===== config.mk =====
export PLATFORM = sky130hd
export DESIGN_NAME = imem_ctrl
export DESIGN_NICKNAME = d
export VERILOG_FILES = /design/src/rtl/imem_ctrl_pkg.sv /design/src/rtl/imem_addr_chk.sv /design/src/rtl/imem_ctrl.sv
export SDC_FILE = /design/constraint.sdc
export NUM_CORES = 1
export LEC_CHECK = 0
export BUFFER_PORTS_ARGS = -buffer_cell sky130_fd_sc_hd__buf_2
export CORE_AREA = 2 2 147 149
export DETAILED_ROUTE_END_ITERATION = 16
export DIE_AREA = 0 0 149 151
export MAX_ROUTING_LAYER = met4
export SETUP_SLACK_MARGIN = 0.15
export SYNTH_ARGS = -nofsm -noshare
export SYNTH_HDL_FRONTEND = slang
export SYNTH_SLANG_ARGS = --single-unit
export TNS_END_PERCENT = 5

===== constraint.sdc =====
create_clock -name clk -period 2 [get_ports clk]
set_input_delay 0.4 -clock clk [delete_from_list [all_inputs] [get_ports clk]]
set_output_delay 0.4 -clock clk [all_outputs]
set_load 0.02 [all_outputs]

===== src/rtl/imem_ctrl_pkg.sv =====
// Shared constants and response-owner encoding for the instruction-memory controller.
package imem_ctrl_pkg;

  localparam logic [31:0] NOP_INSTR            = 32'h00000013;
  localparam logic [3:0]  EXC_INSTR_MISALIGNED = 4'd0;
  localparam logic [3:0]  EXC_INSTR_ACCESS     = 4'd1;

  typedef enum logic [1:0] {
    OWN_NONE = 2'd0,
    OWN_IF   = 2'd1,
    OWN_LD   = 2'd2
  } owner_e;

endpackage


===== src/rtl/imem_addr_chk.sv =====
// Combinational byte-address check: word alignment, range against RAM depth, word index.
// Zero latency; no handshake.
module imem_addr_chk
  import imem_ctrl_pkg::*;
#(
  parameter int MEM_WORDS = 2048,
  parameter int IDX_W     = 11
) (
  input  logic [63:0]      i_addr,
  output logic             o_misaligned,
  output logic             o_out_of_range,
  output logic [IDX_W-1:0] o_idx
);

  assign o_misaligned   = |i_addr[1:0];
  // Full 62-bit compare so high address bits can never alias onto a low index.
  assign o_out_of_range = i_addr[63:2] >= 62'(MEM_WORDS);
  assign o_idx          = i_addr[IDX_W+1:2];

endmodule


===== src/rtl/imem_ctrl.sv =====
// Round-robin fetch/loader arbiter in front of a single-port sync-read instruction RAM.
// One accept per cycle, response one cycle later; responses have no backpressure.
module imem_ctrl
  import imem_ctrl_pkg::*;
#(
  parameter int MEM_WORDS = 2048,
  parameter int IDX_W     = 11
) (
  input  logic             clk,
  input  logic             rst,
  input  logic             if_req_valid,
  output logic             if_req_ready,
  input  logic [63:0]      if_req_addr,
  input  logic             if_flush,
  output logic             if_rsp_valid,
  output logic [31:0]      if_rsp_instr,
  output logic             if_rsp_exc_en,
  output logic [3:0]       if_rsp_exc_code,
  output logic [63:0]      if_rsp_exc_val,
  input  logic             ld_req_valid,
  output logic             ld_req_ready,
  input  logic             ld_req_we,
  input  logic [63:0]      ld_req_addr,
  input  logic [31:0]      ld_req_wdata,
  output logic             ld_rsp_valid,
  output logic [31:0]      ld_rsp_rdata,
  output logic             ld_rsp_err,
  output logic             mem_en,
  output logic             mem_we,
  output logic [IDX_W-1:0] mem_idx,
  output logic [31:0]      mem_wdata,
  input  logic [31:0]      mem_rdata
);

  logic             w_if_mis, w_if_oor, w_ld_mis, w_ld_oor;
  logic [IDX_W-1:0] w_if_idx, w_ld_idx;
  logic             w_acc_fault, w_acc_mis, w_if_vld, w_ld_vld;

  logic             r_last_ld;
  owner_e           r_rsp_owner;
  logic             r_rsp_fault;
  logic             r_rsp_rd;
  logic             r_rsp_flush;
  logic [3:0]       r_rsp_code;
  logic [63:0]      r_rsp_val;

  imem_addr_chk #(.MEM_WORDS(MEM_WORDS), .IDX_W(IDX_W)) u_if_chk (
    .i_addr(if_req_addr), .o_misaligned(w_if_mis), .o_out_of_range(w_if_oor), .o_idx(w_if_idx)
  );

  imem_addr_chk #(.MEM_WORDS(MEM_WORDS), .IDX_W(IDX_W)) u_ld_chk (
    .i_addr(ld_req_addr), .o_misaligned(w_ld_mis), .o_out_of_range(w_ld_oor), .o_idx(w_ld_idx)
  );

  // Grants are suppressed while reset is held so nothing reaches the RAM.
  assign if_req_ready = rst & if_req_valid & (~ld_req_valid | r_last_ld);
  assign ld_req_ready = rst & ld_req_valid & ~if_req_ready;

  assign w_acc_mis   = if_req_ready ? w_if_mis : w_ld_mis;
  assign w_acc_fault = if_req_ready ? (w_if_mis | w_if_oor) : (w_ld_mis | w_ld_oor);

  assign mem_en    = (if_req_ready | ld_req_ready) & ~w_acc_fault;
  assign mem_we    = ld_req_ready & ld_req_we & ~w_acc_fault;
  assign mem_idx   = if_req_ready ? w_if_idx : w_ld_idx;
  assign mem_wdata = ld_req_wdata;

  always_ff @(posedge clk or negedge rst) begin
    if (!rst) begin
      r_last_ld   <= 1'b1;
      r_rsp_owner <= OWN_NONE;
      r_rsp_fault <= 1'b0;
      r_rsp_rd    <= 1'b0;
      r_rsp_flush <= 1'b0;
      r_rsp_code  <= 4'd0;
      r_rsp_val   <= 64'd0;
    end else begin
      if (if_req_ready) begin
        r_last_ld <= 1'b0;
      end else if (ld_req_ready) begin
        r_last_ld <= 1'b1;
      end
      r_rsp_owner <= if_req_ready ? OWN_IF : (ld_req_ready ? OWN_LD : OWN_NONE);
      r_rsp_fault <= w_acc_fault;
      r_rsp_rd    <= ~ld_req_we;
      r_rsp_flush <= if_flush;
      r_rsp_code  <= w_acc_mis ? EXC_INSTR_MISALIGNED : EXC_INSTR_ACCESS;
      r_rsp_val   <= if_req_ready ? if_req_addr : ld_req_addr;
    end
  end

  // A flush seen at accept or at response time kills the fetch response.
  assign w_if_vld = (r_rsp_owner == OWN_IF) & ~r_rsp_flush & ~if_flush;
  assign w_ld_vld = (r_rsp_owner == OWN_LD);

  assign if_rsp_valid    = w_if_vld;
  assign if_rsp_instr    = (w_if_vld & ~r_rsp_fault) ? mem_rdata : NOP_INSTR;
  assign if_rsp_exc_en   = w_if_vld & r_rsp_fault;
  assign if_rsp_exc_code = if_rsp_exc_en ? r_rsp_code : 4'd0;
  assign if_rsp_exc_val  = if_rsp_exc_en ? r_rsp_val : 64'd0;

  assign ld_rsp_valid = w_ld_vld;
  assign ld_rsp_rdata = (w_ld_vld & ~r_rsp_fault & r_rsp_rd) ? mem_rdata : 32'd0;
  assign ld_rsp_err   = w_ld_vld & r_rsp_fault;

endmodule


==> flow_summary.ini <==
[timing]
hold_slack_ns = 0.0776
max-slew-margin-rel_pct = 53.2
finalSetupTns_ns = -14.40
setup_viol_count_final = 113
grt_setup_unrepaired = yes
tightest_slew_ns = 0.703
period_minus_slack_ns = 2.29
setup_slack_ns = -0.294
fmax_mhz = 436
fin_worst_skew_ns = 0.00513
final_max_slew_viol_count = 0
min_period_over_period_pct = 115
hold_viol = 0

[floorplan]
dieArea_um2 = 22500
die_x_um = 149
ios = 381
initial_core_util_pct = 19.7
dieHeight_um = 151
coreArea_um2 = 20800
rows = 53

[worst_setup_path]
path_cells = inv_2 -> a2111o_1 -> nor3_2 -> a22oi_2 -> nor4_4 -> buf_4
cp_slowest_cell = dfstp_2
path_class = flop to output pin
cp-start-kind = flop
crit_arrival_ns = 1.89
timing.critical_path.buf_inv = 2
r2r_cells = 5
cpPeakStageDelay_ns = 0.54
endpoint_kind = output pin
cp_top_family = flip-flops
crit_required_ns = 1.60
path_depth = 6
crit_path_max_fanout = 3

[power_and_ir_drop]
p_seq_share_pct = 40.6
pwr-share-comb_pct = 18.3
p_int_mw = 2.92
pwr-share-clk_pct = 41.1
total_power_mw = 3.91
swShare_pct = 25.3
p_leak_nw = 3.64
ir_drop_mv = 0.364
power_switching_mw = 0.986
powerDensity_nw_per_um2 = 536

[detailed_routing]
routed_wl_mm = 18.8
ant_nets = 0
via_count = 4123
drc_errors = 0
viasPerCell = 4.23
drt-pass1-iter-count = 4
wire_per_inst_um = 19.2
drtIter0Drc = 72

[yosys]
ys.flop_type = dfrtp_1
ys_warn_count = 0
synthArstFlopShare_pct = 100
seq_area_frac_synth_pct = 43.3
yosys_register_bits = 71
synth_edf_count = 0
yosys.cell_types.count = 29
synthCells = 386
synth_area_um2 = 4100
postSynthAreaPerCell_um2 = 10.6

[global_routing]
gr-usage-met3_pct = 3.64
grt_use_met1_pct = 17.6
grt_pass1_wl_mm = 25.4
grt.total_usage_pct = 15.9
antenna_found_initial = 6
busiest_layer = met2
grt.overflow.total = 0
grt_pass1_vias = 4170
grt_max_degree = 53
grt_use_met2_pct = 28.0

[layout]
final_util_pct = 35.0
layout_commonest_cell = buf_2
final_cell_mix = buf_2, buf_6, dfrtp_1
fin_area_um2 = 7290
fin_nets = 887
drive_gt1_share_pct = 68.6
syn_to_final_growth_pct = 77.7

[placement]
port_buffers = 313
place_congestion = 0.844
hpwl_mm = 15.3
dpl_cell_area_um2 = 5960

[cts]
cts_tree = built
path_clk_slew_ns = 0.06
cts_inserted_buffers = 9
cts_buffer_depth = 2
cts_hold_buffers = 0
cts_root_buffer = clkbuf_16
cts_sinks = 71
htree_levels = 3
clk-insertion-delay-late_ns = 0.33

[min_path]
hp-class = input pin to asynchronous set/reset pin

[run_status]
violations = setup timing
outcome = complete, but fails checks

[flow_run]
max_cap_violations = 0
-- worst register-to-register path: stages, from the launching register on --
cell     delay [ns]
dfstp_2        0.54
inv_2          0.05
a21oi_4        0.20
buf_12         0.19
buf_4          0.39
mux2_2         0.41
-- stage by stage --
| stage | worst slack, ns | instances |
|---|---|---|
| final | -0.294 | 975 |
| after global routing | -0.424 | 975 |
| after CTS | -0.325 | 964 |
| after detailed placement | -0.344 | 947 |
| after global placement | -0.342 | 947 |
| after floorplan | 0.115 | 388 |
-- cells by family after synthesis --
family | Yosys count | share of synthesized area, %
and+or+nand+nor | 180 | 28.3
DFF | 71 | 43.3
muxes | 64 | 17.6
buffers and inverters | 64 | 9.55
AOI/OAI and AO/OA | 6 | 1.16
other | 1 | 0.0914
-- timing repair --
| item | in CTS | in global routing |
|---|---|---|
| gates cloned | 0 | 3 |
| pin swaps | 11 | 13 |
| gates resized for setup | 174 | 126 |
| setup buffers | 1 | 2 |
| setup endpoints to repair | 175 | 175 |
| endpoints found under the hold margin | 0 | 0 |
-- path summary, 6_finish.rpt --
check / from / to / slack (ns)
worst max-delay path: r_last_ld$_DFFE_PN1N_ / mem_we / -0.29
worst min-delay path: rst / r_rsp_val[1]$_DFF_PN0_ / 0.08
worst max register to register: r_last_ld$_DFFE_PN1N_ / r_rsp_val[15]$_DFF_PN0_ / 0.09
worst min register to register: r_last_ld$_DFFE_PN1N_ / r_last_ld$_DFFE_PN1N_ / 0.62
max in group asynchronous: rst / r_rsp_val[16]$_DFF_PN0_ / 0.93
min in group clk: if_flush / r_rsp_flush$_DFF_PN0_ / 0.23
-- cell usage after synthesis, drive strengths merged, types with 2 or more instances --
library cell  number  share of area [%]
clkbuf            20                1.9
nand2              5               0.46
nand3              2               0.24
nand2b             3               0.46
dfrtp             70                 43
nand4              4               0.61
buf               42                7.4
and3              65                9.9
and2              63                9.6
o21ai              3               0.37
nor4              26                4.9
mux2              64                 18
nor2               4               0.37
nor3               3               0.49
inv                2               0.18
-- power groups by stage --
stage / clock [mW] / sequential, mW / combinational, mW
floorplan: 0 / 1.60 / 0.374
global placement: 0 / 1.60 / 0.626
detailed placement: 0 / 1.61 / 0.635
CTS: 1.66 / 1.58 / 0.676
global route: 1.72 / 1.60 / 0.772
finish: 1.61 / 1.59 / 0.715
-- flip-flops by register name, indices dropped and copies added (netlist names) --
signal       cells
r_rsp_val       64
r_rsp_owner      2
r_last_ld        1
r_rsp_code       1
r_rsp_fault      1
r_rsp_flush      1
r_rsp_rd         1
-- layer usage --
layer	vias to the layer above	share of wire, %
met4	0	2.3
met2	209	53
met5	-	0
li1	1930	-
met3	17	6.2
met1	1967	39
-- area by class of cell --
type / instances / area (um2)
Antenna cell: 6 / 15.0
Clock buffer: 12 / 246
Clock inverter: 4 / 45.0
Fill cell: 2097 / 13500
Inverter: 2 / 7.51
Multi-Input combinational cell: 253 / 2140
Sequential cell: 71 / 1780
Tap cell: 275 / 344
Timing Repair Buffer: 352 / 2720
Power figures use the tool's default switching activity.
